$ cat config.mk
export PLATFORM = sky130hd
export DESIGN_NAME = mux_tree_pipe
export DESIGN_NICKNAME = d
export VERILOG_FILES = /design/src/rtl/mux_tree_pipe.sv
export SDC_FILE = /design/constraint.sdc
export NUM_CORES = 1
export LEC_CHECK = 0
export ABC_AREA = 1
export CORE_ASPECT_RATIO = 1.1
export CORE_MARGIN = 5
export CORE_UTILIZATION = 39
export CTS_BUF_LIST = sky130_fd_sc_hd__clkbuf_4
export CTS_CLUSTER_SIZE = 10
export DETAILED_ROUTE_END_ITERATION = 8
export GPL_TIMING_DRIVEN = 0
export PLACE_DENSITY_LB_ADDON = 0.3
export RECOVER_POWER = 50
export SLEW_MARGIN = 20
export SYNTH_ARGS = -nofsm -noshare
export SYNTH_HDL_FRONTEND = slang
export SYNTH_SLANG_ARGS = --single-unit
$ cat constraint.sdc
create_clock -name clk -period 1.1 [get_ports clk]
set_input_delay 0.165 -clock clk [delete_from_list [all_inputs] [get_ports clk]]
set_output_delay 0.165 -clock clk [all_outputs]
set_load 0.1 [all_outputs]
$ cat src/rtl/mux_tree_pipe.sv
// -----------------------------------------------------------------------------
// mux_tree_pipe
//   Pipelined N:1 multiplexer. The selection is a binary tree of 2:1 stages,
//   with one register level between tree levels. Latency is LEVELS cycles
//   when the pipe is not stalled. Used to pick one lane out of NUM_INPUTS in
//   the destination clock domain of the synchronizer datapath.
//
// Ports
//   clk        in   single clock, all state on posedge
//   rst_n      in   synchronous reset, active-low
//   in_data    in   NUM_INPUTS lanes, lane i = in_data[i*DATA_WIDTH +: DATA_WIDTH]
//   in_sel     in   lane index to forward (full range, no out-of-range case)
//   in_valid   in   in_data/in_sel valid this cycle
//   in_ready   out  block accepts input this cycle
//   out_data   out  selected lane
//   out_valid  out  out_data valid
//   out_ready  in   consumer accepts out_data
//
// Handshake: a transfer happens on a posedge where valid & ready are both 1.
//   The pipe advances as a whole when advance = ~out_valid | out_ready; when
//   advance is 0 every stage holds, so in_ready = advance and a source seeing
//   in_ready = 0 must keep in_valid/in_data/in_sel stable. out_data stays
//   stable while out_valid & ~out_ready.
//
// Storage layout
//   r_tree : all stage outputs packed back to back. Stage k produces
//            NUM_INPUTS >> (k+1) lanes starting at lane data_off(k).
//   r_selc : select bits still needed downstream. Stage k stores
//            in_sel[SEL_W-1:k+1] (SEL_W-1-k bits) at bit selc_off(k), so
//            bit selc_off(k) is the select bit consumed by stage k+1.
//   r_valid: one valid bit per stage.
// -----------------------------------------------------------------------------
module mux_tree_pipe #(
    parameter int NUM_INPUTS = 16,
    parameter int DATA_WIDTH = 8
) (
    input  logic                             clk,
    input  logic                             rst_n,
    input  logic [NUM_INPUTS*DATA_WIDTH-1:0] in_data,
    input  logic [$clog2(NUM_INPUTS)-1:0]    in_sel,
    input  logic                             in_valid,
    output logic                             in_ready,
    output logic [DATA_WIDTH-1:0]            out_data,
    output logic                             out_valid,
    input  logic                             out_ready
);

    localparam int SEL_W     = $clog2(NUM_INPUTS);
    localparam int LEVELS    = $clog2(NUM_INPUTS);
    localparam int TREE_W    = (NUM_INPUTS - 1) * DATA_WIDTH;
    localparam int SELC_BITS = (SEL_W * (SEL_W - 1)) / 2;
    // Keep the carry vector legal when there is nothing to carry (2 lanes).
    localparam int SELC_W    = (SELC_BITS > 0) ? SELC_BITS : 1;

    // First output lane of stage k inside r_tree.
    function automatic int data_off(input int k);
        return NUM_INPUTS - (NUM_INPUTS >> k);
    endfunction

    // First carried select bit of stage k inside r_selc.
    function automatic int selc_off(input int k);
        return k * (SEL_W - 1) - (k * (k - 1)) / 2;
    endfunction

    logic [TREE_W-1:0] r_tree;
    logic [SELC_W-1:0] r_selc;
    logic [LEVELS-1:0] r_valid;

    logic [TREE_W-1:0] w_tree_nxt;
    logic [SELC_W-1:0] w_selc_nxt;
    logic [LEVELS-1:0] w_valid_nxt;
    logic              w_advance;

    assign w_advance = ~r_valid[LEVELS-1] | out_ready;

    always_comb begin
        w_tree_nxt  = '0;
        w_selc_nxt  = '0;
        w_valid_nxt = '0;

        // Stage 0 works straight off the input lanes and in_sel[0].
        for (int j = 0; j < NUM_INPUTS / 2; j++) begin
            w_tree_nxt[j*DATA_WIDTH +: DATA_WIDTH] = in_sel[0]
                ? in_data[(2*j+1)*DATA_WIDTH +: DATA_WIDTH]
                : in_data[(2*j)*DATA_WIDTH +: DATA_WIDTH];
        end
        for (int b = 0; b < SEL_W - 1; b++) begin
            w_selc_nxt[b] = in_sel[b+1];
        end
        w_valid_nxt[0] = in_valid;

        // Later stages read the previous stage's registers. The lowest
        // carried bit of stage k-1 is this stage's select; the rest moves on.
        for (int k = 1; k < LEVELS; k++) begin
            for (int j = 0; j < (NUM_INPUTS >> (k+1)); j++) begin
                w_tree_nxt[(data_off(k)+j)*DATA_WIDTH +: DATA_WIDTH] =
                    r_selc[selc_off(k-1)]
                    ? r_tree[(data_off(k-1)+2*j+1)*DATA_WIDTH +: DATA_WIDTH]
                    : r_tree[(data_off(k-1)+2*j)*DATA_WIDTH +: DATA_WIDTH];
            end
            for (int b = 0; b < SEL_W - 1 - k; b++) begin
                w_selc_nxt[selc_off(k)+b] = r_selc[selc_off(k-1)+1+b];
            end
            w_valid_nxt[k] = r_valid[k-1];
        end
    end

    // Data and selects load on every advance regardless of valid, so bubbles
    // carry don't-care data; only the valid bits give it meaning.
    always_ff @(posedge clk) begin
        if (!rst_n) begin
            r_tree  <= '0;
            r_selc  <= '0;
            r_valid <= '0;
        end else if (w_advance) begin
            r_tree  <= w_tree_nxt;
            r_selc  <= w_selc_nxt;
            r_valid <= w_valid_nxt;
        end
    end

    assign in_ready  = w_advance;
    assign out_valid = r_valid[LEVELS-1];
    assign out_data  = r_tree[(NUM_INPUTS-2)*DATA_WIDTH +: DATA_WIDTH];

endmodule

==> flow_summary.yaml, run 1 <==
outcome:
  status: "finished, violations left"
  violations: "negative setup slack"
grt:
  met2_usage: 0.349
  track_usage: 0.195
  antenna_found_initial: 1
  grt_max_degree: 17
  grtUsageMet1: 0.234
  met3_usage: 0.0374
  grt_overflow: 0
  grt_pass1_wl_um: 32100
  busiest_layer: "met2"
  grt_pass1_vias: 6799
timing:
  clock_skew_ps: 12.4
  tightestPinTransition_ps: 697
  finalSetupViolCount: 140
  drv_slew: 0
  timing.final.crit_share: 1.57
  min_period_ps: 1720
  fmax_ghz: 0.580
  holdWs_ps: 197
  rsz0062_at_grt: "yes"
  fin_setup_tns_ps: -29970
  hold_viol: 0
  slew-limit-headroom: 0.535
  finalWorstSetupSlack_ps: -623
power_and_ir_drop:
  total_power_mw: 11.4
  powerDensity_nw_per_um2: 1080
  cellInternalPower_mw: 8.09
  comb_power_share: 0.231
  power_leakage_nw: 4.88
  irDropWorstVdd_mv: 0.642
  netSwitchingFraction: 0.290
  seq_power_share: 0.458
  pwr-share-clk: 0.311
  power_switching_mw: 3.30
setup_path:
  arrival_ps: 1560
  reg2reg_slack_ps: -350
  cp_max_fo: 2
  r2r-start: "r_valid[3]$_SDFFE_PN0P_"
  endpoint_kind: "output pin"
  cp-start-kind: "flop"
  ff2ff_path_depth: 9
  critPathKind: "flop to output pin"
  reg2reg_to: "r_tree[27]$_SDFFE_PN0P_"
  cp-endpoint: "in_ready"
  startpoint: "r_valid[3]$_SDFFE_PN0P_"
  cp_data_required_time_ps: 940
route:
  drc: 0
  antenna_left: 0
  routed_wl_um: 20100
  firstDrtPassIters: 6
  num_vias: 7492
  vias_per_cell: 4.50
  post_drt_wl_per_cell_um: 12.1
  first_iter_violations: 466
die:
  core_um2: 17700
  pin_count: 146
  fp.dieW_um: 137
  row_count: 51
  die_area_um2: 20700
  die-height_um: 150
  initial_utilization: 0.394
clock_tree:
  cts_tree: "built"
  path_clk_slew_ps: 100
  cts_made_buffers: 17
  root_buffer: "clkbuf_4"
  htreeDepth: 4
  cts_num_sinks: 130
  clk_latency_ps: 560
  cts_buffer_depth: 2
cells_and_area:
  nets: 1550
  drive_above_1_share: 0.174
  final_cells: 1666
  synthToLayoutAreaGrowth_pct: 52.0
  fillCellCount: 1652
min_path:
  min_path_type: "primary input to flop"
flow_run:
  cap_viol_max_count: 0
synth:
  synth-seq-area-share: 0.373
  syn_avg_cell_area_um2: 5.68
  syn_area_um2: 6970
  yosysWarningCount: 0
  synth-seq-cells: 130
  synthCells: 1228
  synth_fp_nets: 1364
  yosysUniqueCellTypes: 13
placement:
  dp.final_hpwl_um: 13400
  dp.cells: 1610
  place_congestion: 0.817
  port_buffers: 144
-- power groups by stage --
stage / logic [mW] / registers, mW / clock network, mW
6_report: 2.63 / 5.22 / 3.54
5_1_grt: 2.92 / 5.26 / 3.81
4_1_cts: 2.53 / 5.22 / 3.58
3_5_place_dp: 2.10 / 5.31 / 0
3_3_place_gp: 2.07 / 5.30 / 0
2_1_floorplan: 1.28 / 5.27 / 0
-- repair_timing --
action / in CTS / in global routing
hold buffers: 1 / 0
buffers inserted: 13 / 5
gates resized for setup: 327 / 64
endpoints found under the hold margin: 27 / 0
pin swaps: 61 / 34
gates cloned: 12 / 4
setup endpoints to repair: 140 / 140
-- final cells by class --
type                    instances  area [µm²]  share of cell area
repair buffers                177        2180               0.206
inverters                     133         509              0.0481
well taps                     238         298              0.0281
clock buffers                  18         135              0.0128
plain buffers                  77         621              0.0586
multi-input cells             878        4070               0.384
clock inverters                14         169              0.0159
flip-flops and latches        130        2620               0.247
diodes                          1        2.50            0.000236
-- worst max-delay path, stage by stage, from the launching register on --
cell        delay, ps
dfxtp_4           370
inv_2              40
nor2_4            140
buf_12            120
buf_8              90
clkinvlp_4         80
buf_12            170
-- logic make-up (layout without fill, tap and decap cells) --
| group | after synthesis | in the layout | synth area share |
|---|---|---|---|
| AOI/OAI and AO/OA | 1 | 1 | 0.00108 |
| buffers and inverters | 220 | 419 | 0.132 |
| DFF | 130 | 130 | 0.373 |
| other | 0 | 1 | 0 |
| and+or+nand+nor | 877 | 877 | 0.494 |
-- synthesized netlist by cell type --
cell      number  share of area
inv_2          2         0.0011
buf_2         49          0.035
nand2_1      498           0.27
o21a_1         1         0.0011
buf_1          6         0.0032
nand3_1      120          0.086
inv_1        129          0.069
dfxtp_1      130           0.37
clkbuf_1      24          0.013
buf_4          8         0.0086
clkinv_1       2         0.0011
nor2_2         1        0.00090
nor2_1       258           0.14
-- worst min path at each step --
stage,startpoint,end,slack [ps],cells past startpoint
2_1_floorplan,in_sel[1],r_selc[0]$_SDFFE_PN0P_,300,2
3_3_place_gp,r_valid[2]$_SDFFE_PN0P_,r_valid[3]$_SDFFE_PN0P_,440,1
3_5_place_dp,r_valid[2]$_SDFFE_PN0P_,r_valid[3]$_SDFFE_PN0P_,440,1
4_1_cts,in_sel[2],r_selc[1]$_SDFFE_PN0P_,160,3
5_1_grt,in_valid,r_valid[0]$_SDFFE_PN0P_,160,3
6_report,in_valid,r_valid[0]$_SDFFE_PN0P_,200,3
-- sequential cells by signal, indices dropped and copies added, names as in the netlist --
| name | count |
|---|---|
| r_selc | 6 |
| r_tree | 120 |
| r_valid | 4 |
-- routing by layer --
| metal | wire [µm] | vias up |
|---|---|---|
| met4 | 408 | 0 |
| met5 | 0 | - |
| met2 | 10300 | 172 |
| met3 | 962 | 28 |
| li1 | - | 4018 |
| met1 | 8450 | 3274 |
-- through the flow --
step	setup slack [ps]	util	cell area [µm²]
floorplan	-443	-	7000
global placement	-1360	0.494	8740
detailed placement	-1340	0.494	8740
CTS	-676	0.582	10300
global route	-703	0.600	10600
finish	-623	0.600	10600
-- layout by cell type, fill, tap and decap left out --
| cell type | count |
|---|---|
| dfxtp_1 | 119 |
| buf_1 | 6 |
| nor2_2 | 24 |
| clkinvlp_4 | 2 |
| clkbuf_8 | 1 |
| dfxtp_2 | 10 |
| inv_1 | 128 |
| nor2_1 | 174 |
| bufinv_16 | 4 |
| clkinv_1 | 3 |
| buf_2 | 23 |
| nand3_1 | 102 |
| diode_2 | 1 |
| nor2_4 | 61 |
| clkbuf_1 | 16 |
| clkbuf_16 | 4 |
| clkdlybuf4s50_1 | 134 |
| clkbuf_4 | 19 |
| nand2_1 | 495 |
| dfxtp_4 | 1 |
| clkbuf_2 | 3 |
| o21a_1 | 1 |
| buf_6 | 11 |
| nand3_2 | 18 |
| nand2_2 | 3 |
| buf_16 | 10 |
| buf_8 | 18 |
| clkinv_4 | 1 |
| dlygate4sd3_1 | 1 |
| inv_2 | 2 |
| buf_12 | 20 |
| clkinv_2 | 7 |
| buf_4 | 6 |
(Power assumes the default switching activity.)
==> run 2: changes to the inputs <==
CTS_CLUSTER_SIZE = 24   (was 10)
==> results of run 2 <==
The final DEF is identical to that of run 1; final timing and power are the same.
